[config.mk]
export PLATFORM = sky130hd
export DESIGN_NAME = uart_tx_arbiter
export DESIGN_NICKNAME = d
export VERILOG_FILES = /design/src/rtl/uart_tx_arbiter.sv
export SDC_FILE = /design/constraint.sdc
export NUM_CORES = 1
export LEC_CHECK = 0
export CAP_MARGIN = 20
export CORE_MARGIN = 3
export CORE_UTILIZATION = 51
export DETAILED_ROUTE_END_ITERATION = 8
export PLACE_DENSITY_LB_ADDON = 0.12
export SLEW_MARGIN = 0
export SYNTH_ARGS = -nofsm -noshare
export SYNTH_HDL_FRONTEND = slang
export SYNTH_SLANG_ARGS = --single-unit
[constraint.sdc]
create_clock -name clk -period 2.2 [get_ports clk]
set_input_delay 0.44 -clock clk [delete_from_list [all_inputs] [get_ports clk]]
set_output_delay 0.44 -clock clk [all_outputs]
set_load 0.01 [all_outputs]
[src/rtl/uart_tx_arbiter.sv]
// Two-requester UART transmitter: 8N1 frames, round-robin arbitration on ties.
// All outputs registered; asynchronous active-high reset.
module uart_tx_arbiter #(
  parameter int unsigned CLKS_PER_BIT = 16
) (
  input  logic       clk,
  input  logic       reset,
  input  logic       req0,
  input  logic [7:0] data0,
  input  logic       req1,
  input  logic [7:0] data1,
  output logic       gnt0,
  output logic       gnt1,
  output logic       done0,
  output logic       done1,
  output logic       tx,
  output logic       busy
);

  localparam int unsigned CW =
    ($clog2(CLKS_PER_BIT) < 1) ? 1 : $clog2(CLKS_PER_BIT);
  localparam logic [CW-1:0] CNT_MAX = CW'(CLKS_PER_BIT - 1);

  typedef enum logic [1:0] {
    IDLE,
    START,
    DATA,
    STOP
  } state_t;

  state_t        state_q, state_d;
  logic [CW-1:0] cnt_q, cnt_d;
  logic [2:0]    bit_q, bit_d;
  logic [7:0]    shift_q, shift_d;
  logic          last_q, last_d;
  logic          tx_q, tx_d;
  logic          busy_q, busy_d;
  logic          gnt0_q, gnt0_d;
  logic          gnt1_q, gnt1_d;
  logic          done0_q, done0_d;
  logic          done1_q, done1_d;
  logic          wrap;
  logic          pick1;

  assign wrap = (cnt_q == CNT_MAX);

  always_ff @(posedge clk or posedge reset) begin
    if (reset) begin
      state_q <= IDLE;
      cnt_q   <= '0;
      bit_q   <= '0;
      shift_q <= '0;
      last_q  <= 1'b1;
      tx_q    <= 1'b1;
      busy_q  <= 1'b0;
      gnt0_q  <= 1'b0;
      gnt1_q  <= 1'b0;
      done0_q <= 1'b0;
      done1_q <= 1'b0;
    end else begin
      state_q <= state_d;
      cnt_q   <= cnt_d;
      bit_q   <= bit_d;
      shift_q <= shift_d;
      last_q  <= last_d;
      tx_q    <= tx_d;
      busy_q  <= busy_d;
      gnt0_q  <= gnt0_d;
      gnt1_q  <= gnt1_d;
      done0_q <= done0_d;
      done1_q <= done1_d;
    end
  end

  always_comb begin
    state_d = state_q;
    cnt_d   = cnt_q;
    bit_d   = bit_q;
    shift_d = shift_q;
    last_d  = last_q;
    tx_d    = tx_q;
    busy_d  = busy_q;
    gnt0_d  = 1'b0;
    gnt1_d  = 1'b0;
    done0_d = 1'b0;
    done1_d = 1'b0;
    // On a tie, requester 1 wins only if requester 0 was served last
    pick1   = req1 & (~req0 | ~last_q);

    if (state_q != IDLE) begin
      cnt_d = wrap ? '0 : cnt_q + 1'b1;
    end

    unique case (state_q)
      IDLE: begin
        if (req0 | req1) begin
          state_d = START;
          cnt_d   = '0;
          bit_d   = '0;
          shift_d = pick1 ? data1 : data0;
          last_d  = pick1;
          gnt0_d  = ~pick1;
          gnt1_d  = pick1;
          tx_d    = 1'b0;
          busy_d  = 1'b1;
        end
      end
      START: begin
        if (wrap) begin
          state_d = DATA;
          tx_d    = shift_q[0];
          shift_d = {1'b0, shift_q[7:1]};
        end
      end
      DATA: begin
        if (wrap) begin
          if (bit_q == 3'd7) begin
            state_d = STOP;
            tx_d    = 1'b1;
          end else begin
            bit_d   = bit_q + 1'b1;
            tx_d    = shift_q[0];
            shift_d = {1'b0, shift_q[7:1]};
          end
        end
      end
      STOP: begin
        if (wrap) begin
          state_d = IDLE;
          tx_d    = 1'b1;
          busy_d  = 1'b0;
          done0_d = ~last_q;
          done1_d = last_q;
        end
      end
      default: state_d = IDLE;
    endcase
  end

  assign gnt0  = gnt0_q;
  assign gnt1  = gnt1_q;
  assign done0 = done0_q;
  assign done1 = done1_q;
  assign tx    = tx_q;
  assign busy  = busy_q;

endmodule

==> metrics.txt <==
Post-synth top cells=22 x dfrtp_1, 19 x nand2_1, 15 x o21ai_0, 10 x mux2_2, 8 x mux2i_1; asr flop ratio synth=1.00; status=complete, no violations; number of hold buffers added after cts=0; clock-pin slew on the worst setup and hold paths=0.13 ns; PortBufs=25; Via Count=1011; Total Wirelength=2530 um; Post-Syn Area=1360 sq um; First-pass DRT Iterations=4; Die W=57.6 um; CTS Buf Count=3; power per cell area=416 nW/um^2; DRC=0; Critical Path RT=1.76 ns; #FFs+latches synth=24; number of global-route vias before repair=970; Max H-tree Level=1; CP top delay family=flip-flops; maximum root-to-sink buffer count=2; filler cell count in the final layout=207; nets@finish=185; worst-path fanout max=2; CP Class=flip-flop to output pin; Crit path depth=1; number of placement rows=18; Leak=0.802 nW; Starting DRT DRC Count=33; Fin. Hold Viols=0; grt total ovfl=0; Post-Syn Area per Cell=10.5 sq um; Synth area leader=dfrtp_1; share of cells above drive strength 1=0.173; final non-filler cell total=186; Initial Util=0.544; Reg2Reg Depth=6; Seq/Total Area, Yosys=0.444; Critical Path Start=tx; post-synthesis net count=156; Slew @ Worst Pin=0.430 ns; Startpoint Class=flip-flop; CTS tree=done; worst r2r src=bit_q[0]; largest net degree at the start of global routing=25; Core Area=2500 sq um; EDFF count, synth=0; die area=3320 sq um; post-synth top area share=0.405; Post-Route Setup TNS=0 ns; Max Slew Vio Count=0; crit path max-delay cell type=dfstp_2; PostCTS Resize Cnt=0; Area Overhead vs Synth=23.9%; fin crit period=1.83 ns; num ports=26; clk sink count=24; Ys Warns=0; HP Class=input port to async pin; slowest stage delay, CP=0.55 ns; Max Freq=545 MHz; crit path DAT=1.39 ns; first-pass GRT wire length=4350 um; RD Place Congestion=0.746; latest clock arrival within the worst-skew pair=0.31 ns; R2R Setup Slk=0.38 ns; most frequent cell after synthesis=dfrtp_1; Gate Count Post-Synth=129; Wirelength per Cell=13.6 um; final setup violation count=0; total power=0.700 mW; max_slew headroom=0.713; n_diodes=0; hpwl dp=1920 um; largest cells by area after synthesis=dfrtp_1 41%, mux2_2 8.3%, ha_1 6.4%; critical path capture point type=output pin; Final Skew=0.00762 ns; dpl cells=183; unrepaired setup endpoints after global routing=false; crit-path cells=clkdlybuf4s50_1; ANT nets after route=0; Max-Cap Viols=0; peak supply drop=0.298 mV; Synth Flop Type=dfrtp_1; Tcrit/Tclk final=0.833; Unique masters post-synth=32; Die H=57.6 um; Setup crit end=tx; CTS root buf=clkbuf_4; # Post-CTS Setup Buffers=0; Worst R2R End=shift_q[5]; Crit path buffers/inverters=1; vias per std cell=5.44; GRT Util Overall=0.167; antenna violations before repair=0
cell type report:
| type | instances | area [sq um] | share of cell area |
|---|---|---|---|
| multi-input combinational | 94 | 706 | 0.419 |
| sequential | 24 | 603 | 0.358 |
| timing repair buffer | 29 | 293 | 0.174 |
| clock buffer | 3 | 22.5 | 0.0134 |
| tap | 30 | 37.5 | 0.0223 |
| inverter | 6 | 22.5 | 0.0134 |
flip-flops by register name (all words and copies together), names as in the netlist:
name,cells
cnt_q,4
last_q,1
tx,1
gnt1,1
busy,1
bit_q,3
done1,1
state_q,2
gnt0,1
done0,1
shift_q,8
cell usage in the layout (no fill, tap or decap), types with 4 or more instances in the layout:
| cell | netlist | final |
|---|---|---|
| a21oi_1 | 5 | 5 |
| a22o_1 | 4 | 4 |
| clkdlybuf4s50_1 | 0 | 25 |
| dfrtp_1 | 22 | 22 |
| ha_1 | 7 | 7 |
| inv_1 | 6 | 6 |
| mux2_2 | 10 | 10 |
| mux2i_1 | 8 | 8 |
| nand2_1 | 19 | 19 |
| nor2_1 | 5 | 5 |
| o21ai_0 | 15 | 15 |
where the power goes:
part           internal [mW]  leakage (nW)  switching, mW
Combinational         0.0418         0.475         0.0233
Sequential             0.441         0.313              0
Clock                 0.0641        0.0138          0.129
Total                  0.547         0.802          0.153
through the flow:
stage | worst slack, ns | hold slack, ns | instance area [sq um] | util
2_1_floorplan | 0.574 | 0.453 | 1360 | -
3_3_place_gp | 0.136 | 0.490 | 1660 | 0.665
3_5_place_dp | 0.0747 | 0.494 | 1660 | 0.665
4_1_cts | 0.357 | 0.485 | 1680 | 0.674
5_1_grt | 0.316 | 0.512 | 1680 | 0.674
6_report | 0.367 | 0.465 | 1680 | 0.674
logic make-up after synthesis:
| kind of cell | after synthesis | synth area share |
|---|---|---|
| AOI/OAI and AO/OA | 32 | 0.148 |
| xor gates and xnor gates | 1 | 0.00645 |
| adders and majority gates | 7 | 0.0645 |
| buffers and inverters | 11 | 0.0368 |
| DFF | 24 | 0.444 |
| muxes | 19 | 0.150 |
| and+or+nand+nor | 35 | 0.150 |
routing by layer:
| metal | vias to the layer above | routed length, um | GRT usage |
|---|---|---|---|
| li1 | 510 | - | - |
| met1 | 476 | 1150 | 0.227 |
| met2 | 23 | 1260 | 0.273 |
| met3 | 2 | 112 | 0.0245 |
| met4 | 0 | 12 | 0.0596 |
| met5 | - | 0 | 0 |
worst min path at each step:
stage / start / endpoint / slack [ns] / cells after the start
global route: reset / shift_q[6] / 0.51 / 3
global placement: shift_q[7] / shift_q[7] / 0.49 / 1
floorplan: reset / bit_q[0] / 0.45 / 1
finish: reset / done0 / 0.47 / 3
CTS: reset / done0 / 0.48 / 3
detailed placement: shift_q[7] / shift_q[7] / 0.49 / 1
No activity file was read; power rests on OpenSTA's default activity.
